==> src/rtl/firebird_regfile_sb.sv <==
// firebird_regfile_sb: multi-port register file with per-register busy scoreboard.
// Define FIREBIRD_RF_BYPASS_EN for same-cycle write/clear forwarding to the read ports.
module firebird_regfile_sb #(
  parameter int XLEN = 32,
  parameter int NREG = 32,
  parameter int AW   = 5,
  parameter int NRP  = 2,
  parameter int NWP  = 2
) (
  input  logic              clk,
  input  logic              reset,
  input  logic [NRP*AW-1:0]   raddr,
  output logic [NRP*XLEN-1:0] rdata,
  output logic [NRP-1:0]      rbusy,
  input  logic [NWP-1:0]      we,
  input  logic [NWP*AW-1:0]   waddr,
  input  logic [NWP*XLEN-1:0] wdata,
  input  logic [NWP-1:0]      wb_clr,
  input  logic                iss_valid,
  input  logic [AW-1:0]       iss_rd,
  output logic [AW:0]         pend_cnt,
  output logic [NREG-1:0]     busy_vec
);
  logic [XLEN-1:0] regs_q [NREG];
  logic [XLEN-1:0] regs_d [NREG];
  logic [NREG-1:0] busy_q, busy_d;
  logic [AW:0]     pend_q, pend_d;
  always_comb begin
    regs_d = regs_q;
    busy_d = busy_q;
    for (int w = 0; w < NWP; w++) begin
      if (we[w] && waddr[w*AW +: AW] != '0) regs_d[waddr[w*AW +: AW]] = wdata[w*XLEN +: XLEN];
      if (wb_clr[w]) busy_d[waddr[w*AW +: AW]] = 1'b0;
    end
    // set after clears so a new producer outranks a same-cycle writeback
    if (iss_valid) busy_d[iss_rd] = 1'b1;
    busy_d[0] = 1'b0;
    pend_d = '0;
    for (int i = 0; i < NREG; i++) pend_d = pend_d + (AW+1)'(busy_d[i]);
  end
  always_ff @(posedge clk or negedge reset) begin
    if (!reset) begin
      for (int i = 0; i < NREG; i++) regs_q[i] <= '0;
      busy_q <= '0;
      pend_q <= '0;
    end else begin
      regs_q <= regs_d;
      busy_q <= busy_d;
      pend_q <= pend_d;
    end
  end
  assign busy_vec = busy_q;
  assign pend_cnt = pend_q;
  genvar r;
  for (r = 0; r < NRP; r++) begin : g_rd
    logic [AW-1:0]   a;
    logic [XLEN-1:0] rd;
    logic            rb;
    assign a = raddr[r*AW +: AW];
    always_comb begin
      rd = (a == '0) ? '0 : regs_q[a];
      rb = busy_q[a];
`ifdef FIREBIRD_RF_BYPASS_EN
      for (int w = 0; w < NWP; w++) begin
        if (we[w] && waddr[w*AW +: AW] == a && a != '0) rd = wdata[w*XLEN +: XLEN];
        if (wb_clr[w] && waddr[w*AW +: AW] == a) rb = 1'b0;
      end
`endif
    end
    assign rdata[r*XLEN +: XLEN] = reset ? rd : '0;
    assign rbusy[r] = reset & rb;
  end
endmodule

==> config.mk <==
export PLATFORM = sky130hd
export DESIGN_NAME = firebird_regfile_sb
export DESIGN_NICKNAME = d
export VERILOG_FILES = /design/src/rtl/firebird_regfile_sb.sv
export SDC_FILE = /design/constraint.sdc
export NUM_CORES = 2
export LEC_CHECK = 0
export ABC_AREA = 1
export ABC_CLOCK_PERIOD_IN_PS = 7400
export CAP_MARGIN = 20
export CORE_ASPECT_RATIO = 0.6
export CORE_UTILIZATION = 30
export CTS_BUF_LIST = sky130_fd_sc_hd__clkbuf_2
export CTS_CLUSTER_SIZE = 30
export DETAILED_ROUTE_END_ITERATION = 10
export PLACE_DENSITY_LB_ADDON = 0.08
export SKIP_CTS_REPAIR_TIMING = 1
export SYNTH_ARGS = -nofsm -noshare
export SYNTH_HDL_FRONTEND = slang
export SYNTH_SLANG_ARGS = --single-unit
==> constraint.sdc <==
create_clock -name clk -period 7.4 [get_ports clk]
set_input_delay 1.48 -clock clk [delete_from_list [all_inputs] [get_ports clk]]
set_output_delay 1.48 -clock clk [all_outputs]
set_load 0.02 [all_outputs]
==> flow_summary.ini <==
[layout]
num-fill-cells = 26725
regArea_um2 = 26600
fin_util_pct = 34.8
layout-drive-gt1-share_pct = 9.73
multi_input_area_um2 = 37500
fin_nets = 12225
areaGrowthSynthToFinish_pct = 14.8
stdcell_count = 15599

[critical_path]
cp-end-kind = primary output
cp.required_ns = 5.92
slowest_stage = clkdlybuf4s50_1
slowest_delay_ns = 0.71
cp_max_fo = 44
arrival_ns = 5.11
worst-setup-path-type = primary input to primary output
worstPathCellList = buf_8 -> inv_6 -> nor2_4 -> buf_12 -> nand2_1 -> nand3_1 -> nand2_1 -> nand3_1 -> nor2_1 -> nor2_1 -> clkdlybuf4s50_1
start_kind = primary input

[power]
p_switching_mw = 10.1
vdd_drop_max_mv = 0.410
comb_power_share_pct = 40.1
leakage_nw = 44.8
finalPower_mw = 22.3
seqPwrFrac_pct = 37.8
swShare_pct = 45.0
clkPwrFrac_pct = 22.1
internal_power_mw = 12.3
power.density_nw_per_um2 = 264

[sta]
maxSlewHeadroom_pct = 16.1
period_share_pct = 89.0
rsz0062_at_grt = false
slew_viol_final = 0
fin_crit_ns = 6.59
worst_pin_slew_ns = 1.26
hold_violations = 0
finClkSkew_ns = 0.0668
hold-worst-slack_ns = 0.181
setup_violations = 0
timing.fmax_ghz = 0.152

[route]
ant_nets = 0
vias_per_cell = 5.79
drc = 0
wire_per_inst_um = 34.4
routed_wl_mm = 536
num_vias = 90387
firstDrtPassIters = 7
drt_iter0_drc = 15909

[run]
cap_violations = 0

[synthesis]
synth_most_common_cell = nand2_1
synth_area_um2 = 73800
async_reset_ff_share_pct = 100
netlist_top_cells_count = nand2_1, inv_1, nor2_1
synth.distinct_cells = 33
synth_top_area_cell = dfrtp_1
synth_seq_area_share_pct = 36.0
syn-num-nets = 12126
synth_edf_count = 0
ys_seq_elements = 1061
syn_inst = 12000
syn_avg_cell_area_um2 = 6.15
synth_warnings = 0
post-synth-top-area-fraction_pct = 36.0
ys_top_cells_by_area = dfrtp_1, nand2_1, inv_1
synthFlopType = dfrtp_1

[clock_tree]
cts_root_buf = clkbuf_2
cts_buffers = 310
worstSkewPairLatency_ns = 1.73
cts.clk_slew.worst_paths_ns = 0.14
htreeDepth = 5
cts_tree = yes
numClockSinks = 1061
cts_buffer_depth = 4

[floorplan]
dieWidth_um = 643
start_util_pct = 30.3
pin_count = 200
die_h_um = 386
core_area_um2 = 244000
die-area_um2 = 248000
num_rows = 140

[global_routing]
grt_use_met2_pct = 54.1
grt_pass1_vias = 79649
busiest_layer = met1
grt_usage_pct = 41.8
grt_pass1_wl_mm = 711
grt_max_degree = 142
grt-ovfl-total = 0
antenna_found_initial = 65
use_met3_pct = 16.8
use_met1_pct = 58.0

[placement]
dp.cells = 15047
routabilityCongestion = 0.992
place_hpwl_mm = 345
io_buffers = 198

[status]
status = complete, no violations

[min_path]
hp-class = primary input to asynchronous set/reset pin
==> worst max-delay path: cells and delay by family <==
family / cells / cell delay, ns
buffers and inverters: 4 / 1.85
AND/OR/NAND/NOR: 7 / 1.62
==> cell families after synthesis <==
kind of cell | synth area share, %
xor+xnor | 0.0356
buf+inv | 13.7
other cells | 0.00508
simple gates | 32.6
compound gates | 17.0
fa+ha+maj | 0.742
flops | 36.0
==> registers in the layout, summed over array words and instances, names as in the netlist <==
signal / count
regs_q: 1024
pend_cnt: 6
busy_vec: 31
==> routing by layer <==
| metal | vias up | wire, um |
|---|---|---|
| li1 | 38196 | - |
| met1 | 43449 | 224000 |
| met2 | 7393 | 199000 |
| met3 | 1319 | 81500 |
| met4 | 30 | 31800 |
| met5 | - | 324 |
==> power groups by stage <==
stage | logic (mW) | registers [mW] | clock network, mW
after CTS | 8.74 | 8.40 | 4.96
after global placement | 8.68 | 8.49 | 0
after global routing | 9.97 | 8.59 | 5.22
final | 8.95 | 8.45 | 4.94
after detailed placement | 8.67 | 8.50 | 0
after floorplan | 5.45 | 8.21 | 0
==> path summary, 6_finish.rpt <==
check                                       startpoint                    end  slack (ns)  depth (start not counted)
worst min-delay path                             reset   regs_q[42]$_DFF_PN0_        0.18                          2
max in group asynchronous                        reset  regs_q[993]$_DFF_PN0_        3.66                          6
worst max-delay path                          raddr[0]               rdata[5]        0.81                         11
min in group clk                 regs_q[993]$_DFF_PN0_  regs_q[993]$_DFF_PN0_        0.39                          0
worst max register to register  busy_vec[12]$_DFF_PN0_  pend_cnt[4]$_DFF_PN0_        1.53                         20
worst min register to register   regs_q[993]$_DFF_PN0_  regs_q[993]$_DFF_PN0_        0.39                          0
==> final cells by class <==
class	count	area share [%]
multi-input cells	8295	44.3
flip-flops and latches	1061	31.3
repair buffers	774	9.00
inverters	1657	7.39
well taps	3266	4.82
clock buffers	452	2.67
clock inverters	60	0.378
diodes	34	0.100
==> layout by cell type (no fill, tap or decap), types with 2 or more instances in the layout <==
cell type        netlist  layout
clkbuf_2               2     452
nor2_1              1215    1199
nor3_1               115     115
nand2_8                0       2
a21oi_1              441     441
nor2_4                 1      16
xor2_1                 2       2
a22oi_1               35      35
inv_6                  0       4
clkinv_2               0      13
a31oi_1               13      13
clkinv_1              23      67
o22ai_1              400     400
o21a_1                 6       6
nor2_2                 4       5
o21ai_0             1055    1055
nand4_1               18      18
dfrtp_1             1061    1061
inv_1               1622    1597
buf_8                  0       4
diode_2                0      34
buf_4                 14     497
fa_1                  23      23
buf_12                 0     104
ha_1                   7       7
nand2_4                0      23
inv_4                  0       2
inv_8                  0       2
nand2_2                8      31
nand3_1              963     963
buf_2                120       2
o211ai_1             278     278
buf_16                 0       4
bufinv_16              0       3
nor3_2                 2       2
o21ai_1               14      14
inv_2                 12      28
nand2_1             3691    3643
clkdlybuf4s50_1        0     161
==> stage by stage <==
stage,instance area (um^2),setup slack [ns],setup TNS [ns]
CTS,84500,0.964,0
finish,84700,0.812,0
global route,84700,0.824,0
floorplan,73800,0.591,0
global placement,81800,-0.463,-0.920
detailed placement,82000,-0.328,-0.768
Power figures use the tool's default switching activity.
